File: config.mk
export PLATFORM = sky130hd
export DESIGN_NAME = trace_buffer
export DESIGN_NICKNAME = d
export VERILOG_FILES = /design/src/rtl/trace_buffer.sv
export SDC_FILE = /design/constraint.sdc
export NUM_CORES = 2
export LEC_CHECK = 0
export ABC_AREA = 1
export CORE_MARGIN = 1
export CORE_UTILIZATION = 55
export DETAILED_ROUTE_END_ITERATION = 7
export GPL_ROUTABILITY_DRIVEN = 0
export HOLD_SLACK_MARGIN = 0.12
export PLACE_DENSITY = 0.72
export RECOVER_POWER = 100
export SLEW_MARGIN = 20
export SYNTH_ARGS = -nofsm -noshare
export SYNTH_HDL_FRONTEND = slang
export SYNTH_SLANG_ARGS = --single-unit
export TNS_END_PERCENT = 50
File: constraint.sdc
create_clock -name clk -period 11.1 [get_ports clk]
set_input_delay 2.22 -clock clk [delete_from_list [all_inputs] [get_ports clk]]
set_output_delay 2.22 -clock clk [all_outputs]
set_load 0.01 [all_outputs]
File: src/rtl/trace_buffer.sv
// Commit-trace capture buffer: samples one KLP32V1 trace record per enabled cycle into a
// circular FIFO and drains each record as four 32-bit words over a valid/ready stream.
module trace_buffer #(
    parameter int DEPTH = 16
) (
    input  logic                       clk,
    input  logic                       reset,
    input  logic                       i_clear,
    input  logic                       i_capEn,
    input  logic [31:0]                i_pc,
    input  logic [31:0]                i_inst,
    input  logic [31:0]                i_writeBack,
    input  logic                       i_RegWEn,
    input  logic                       i_memRW,
    input  logic                       i_BrEq,
    input  logic                       i_BrLT,
    output logic                       o_tvalid,
    output logic [31:0]                o_tdata,
    output logic                       o_tlast,
    input  logic                       i_tready,
    output logic [$clog2(DEPTH):0]     o_count,
    output logic                       o_full,
    output logic                       o_empty,
    output logic [15:0]                o_dropCount
);
    localparam int AW = $clog2(DEPTH);
    localparam int PW = AW + 1;

    logic [127:0]  mem [DEPTH];
    logic [PW-1:0] wrPtr;
    logic [PW-1:0] rdPtr;
    logic [PW-1:0] count;
    logic [23:0]   seq;
    logic [1:0]    wi;
    logic          full;
    logic          empty;
    logic          handshake;
    logic          pop;
    logic          push;
    logic [127:0]  head;
    logic [127:0]  newRec;

    // Pointers carry an extra wrap bit so full and empty stay distinct at equal indices.
    assign count     = wrPtr - rdPtr;
    assign full      = (count == PW'(DEPTH));
    assign empty     = (wrPtr == rdPtr);
    assign handshake = !empty && i_tready;
    assign pop       = handshake && (wi == 2'd3);
    assign push      = i_capEn && (!full || pop);
    assign newRec    = {seq, 4'b0000, i_BrLT, i_BrEq, i_memRW, i_RegWEn,
                        i_writeBack, i_inst, i_pc};
    assign head      = mem[rdPtr[AW-1:0]];

    assign o_tvalid = !empty;
    assign o_tlast  = !empty && (wi == 2'd3);
    assign o_count  = count;
    assign o_full   = full;
    assign o_empty  = empty;

    always_comb begin
        o_tdata = '0;
        if (!empty) begin
            case (wi)
                2'd0:    o_tdata = head[31:0];
                2'd1:    o_tdata = head[63:32];
                2'd2:    o_tdata = head[95:64];
                default: o_tdata = head[127:96];
            endcase
        end
    end

    always_ff @(posedge clk or posedge reset) begin
        if (reset) begin
            wrPtr       <= '0;
            rdPtr       <= '0;
            seq         <= '0;
            wi          <= '0;
            o_dropCount <= '0;
        end else if (i_clear) begin
            wrPtr       <= '0;
            rdPtr       <= '0;
            seq         <= '0;
            wi          <= '0;
            o_dropCount <= '0;
        end else begin
            if (i_capEn) begin
                seq <= seq + 24'd1;
                if (!push && (o_dropCount != '1)) begin
                    o_dropCount <= o_dropCount + 16'd1;
                end
            end
            if (push) begin
                wrPtr <= wrPtr + PW'(1);
            end
            // wi wraps 3 -> 0 on its own exactly when the head is popped.
            if (handshake) begin
                wi <= wi + 2'd1;
                if (pop) begin
                    rdPtr <= rdPtr + PW'(1);
                end
            end
        end
    end

    always_ff @(posedge clk) begin
        if (push && !i_clear) begin
            mem[wrPtr[AW-1:0]] <= newRec;
        end
    end

endmodule

==> impl_metrics.ini <==
[status]
status = finished with violations
violations = max-capacitance violations, max-slew violations

[yosys]
ys_types = 41
postSynthAreaPerCell_um2 = 10.6
yosys.area.top_type = edfxtp_1
ys.flop_type = edfxtp_1
synth_top_area_share_pct = 68.5
synthMuxAreaShare_pct = 0
yosys_warnings = 0
async_reset_ff_share_pct = 2.55
synth_edf_count = 1984
ys_ff_latch = 2036
yosys-top-cells-area = edfxtp_1 (68%), nand2_1 (14%), nand3_1 (5.4%)
synth_xor_area_share_pct = 0.181
seq_area_frac_synth_pct = 69.9
netlist_area_um2 = 87000
post-synth-top-count-cell = nand2_1
synth_compound_area_share_pct = 1.71
syn_nets = 8366
synthSimpleGateAreaFrac_pct = 21.4
ys_top_cells_by_count = nand2_1 (3,287), edfxtp_1 (1,984), nand3_1 (946), inv_1 (868), nor2_1 (321)
synthAdderAreaFrac_pct = 0.253
synth_cells = 8244
synth_top_family_by_area = simple AND/OR/NAND/NOR gates

[cts]
clk_pin_slew_worst_paths_ns = 0.06
cts_resized = 0
ctsLongestPathBuffers = 3
cts.hold.buffers_added = 0
htree_levels = 4
clock_latency_ns = 0.86
cts.sinks = 2036
cts_tree = yes
cts_setup_buffers = 0
cts_buffers = 199
cts-root-buf = clkbuf_16

[sta]
final_hold_viol_count = 0
timing.fmax_mhz = 107
slew_viol_final = 973
final.setup_skew_ns = 0.0289
final-setup-viol-count = 0
rsz0062_at_grt = no
fin_crit_sh_pct = 84.0
fin_setup_tns_ns = 0
fin_crit_ns = 9.32
slew_headroom_pct = -175
worst_slew_pin_slew_ns = 4.13

[global_route]
antenna_found_initial = 37
grt_first_pass_wirelength_mm = 342
grt_pass1_vias = 56600
grt_max_degree = 252
grtUsageTotal_pct = 28.6
grt_overflow = 0

[layout]
finalNonFillerCells = 10500
nets = 8388
layout-drive-gt1-share_pct = 4.34
syn_to_final_growth_pct = 10.4

[die]
die_x_um = 400
core-area_um2 = 157000
dieArea_um2 = 160000
rows = 145
start_util_pct = 55.6
io_pins = 162
die_height_um = 400

[worst_setup_path]
critPathArrivalTime_ns = 7.10
cp-start-kind = flip-flop
path_max_fanout = 50
end_kind = primary output
r2r_setup_slack_ns = 1.94
cp.required_ns = 8.88
reg2reg_depth = 14
r2r-end = mem[1][75]
r2r_start = rdPtr[1]
worstSetupPathType = reg2out

[worst_hold_path]
hold-path-endpoint = o_dropCount[1]
hp-start = o_dropCount[1]
min_path_cells = 2
worst_hold_path_type = reg2reg

[routing]
drt_iter0_drc = 7053
wirelength_mm = 228
vias = 58900
via_per_inst = 5.61
drt-wirelength-per-cell_um = 21.7
post-route-drc-count = 0
postRouteAntennaNets = 0
dr.pass1.iters = 6

[power_and_ir_drop]
irDropWorstVdd_mv = 0.179
p_per_area_nw_per_um2 = 162
p_leak_nw = 38.9

[placement]
portBuffers = 161
dp_cells = 10100
dp_hpwl_mm = 114

[run]
cap_violations = 23
## worst max-delay path by stage
stage              from           to  slack (ns)
2_1_floorplan   i_capEn   mem[11][0]        2.42
3_3_place_gp    i_clear   mem[7][64]        4.36
3_5_place_dp    i_clear   mem[7][64]        4.22
4_1_cts        rdPtr[0]  o_tdata[27]        3.53
5_1_grt        rdPtr[1]   mem[1][75]        1.63
6_report       rdPtr[0]  o_tdata[18]        1.78
## cell usage in the layout, fill, tap and decap left out, drive strengths merged, types with 71 or more instances in the layout
master | Yosys | final
nand3 | 947 | 947
o21ai | 130 | 130
nor2 | 325 | 325
buf | 331 | 71
edfxtp | 1984 | 1984
inv | 873 | 881
a21oi | 85 | 85
clkbuf | 96 | 267
nand2 | 3291 | 3291
clkinv | 1 | 89
dlygate4sd3 | 0 | 144
## metal layers
metal  global-route usage, %  wire [µm]  vias up
li1                        -          -    27100
met1                    38.0      89900    28500
met2                    47.3     110000     2854
met3                    4.98      20800      465
met4                    10.6       7200       16
met5                       0         99        -
## kinds of logic (layout without fill, tap and decap cells)
kind of cell	after synthesis	in the layout
simple gates	4605	4605
flops	2036	2036
buf+inv	1301	1487
compound gates	267	267
xor+xnor	18	18
fa+ha+maj	17	17
other cells	0	21
## per-stage QoR
step	area [µm²]	hold WS [ns]	power, mW	utilization (%)	setup WS [ns]
5_1_grt	96000	0.608	15.9	61.3	1.63
3_3_place_gp	89900	0.555	9.16	57.4	4.36
2_1_floorplan	87000	0.572	8.85	-	2.42
4_1_cts	96200	0.573	15.6	61.4	3.53
3_5_place_dp	89900	0.563	9.17	57.4	4.22
6_report	96100	0.568	15.6	61.4	1.78
## flip-flops by register name (all words and copies together) (netlist names)
signal	cells
o_dropCount	16
wrPtr	5
wi	2
mem	1984
rdPtr	5
seq	24
## area by class of cell
cell class                 count  area, µm²
clock buffer                 251       5220
multi-input combinational   4907      20500
fill                       11900      60500
antenna                       21       52.6
sequential                  2036      60900
clock inverter               114       1070
inverter                     874       3330
tap                         2058       2570
timing repair buffer         248       2440
## where the power goes
group	total, mW	switching [mW]	internal, mW	leakage [nW]
Clock	6.57	2.87	3.70	3.07
Combinational	0.498	0.371	0.127	17.2
Sequential	8.50	0.0188	8.48	18.6
## worst max-delay path, cell delays in order (launching register included)
cell	delay (ns)
dfrtp_1	2.06
ha_1	0.35
nand2_1	0.07
nor2_1	0.10
nand2_1	0.27
inv_1	0.21
clkbuf_1	1.42
nor2_1	0.70
nand4_1	0.38
nand2_1	0.09
dlygate4sd3_1	0.60
No activity file was read; power rests on OpenSTA's default activity.
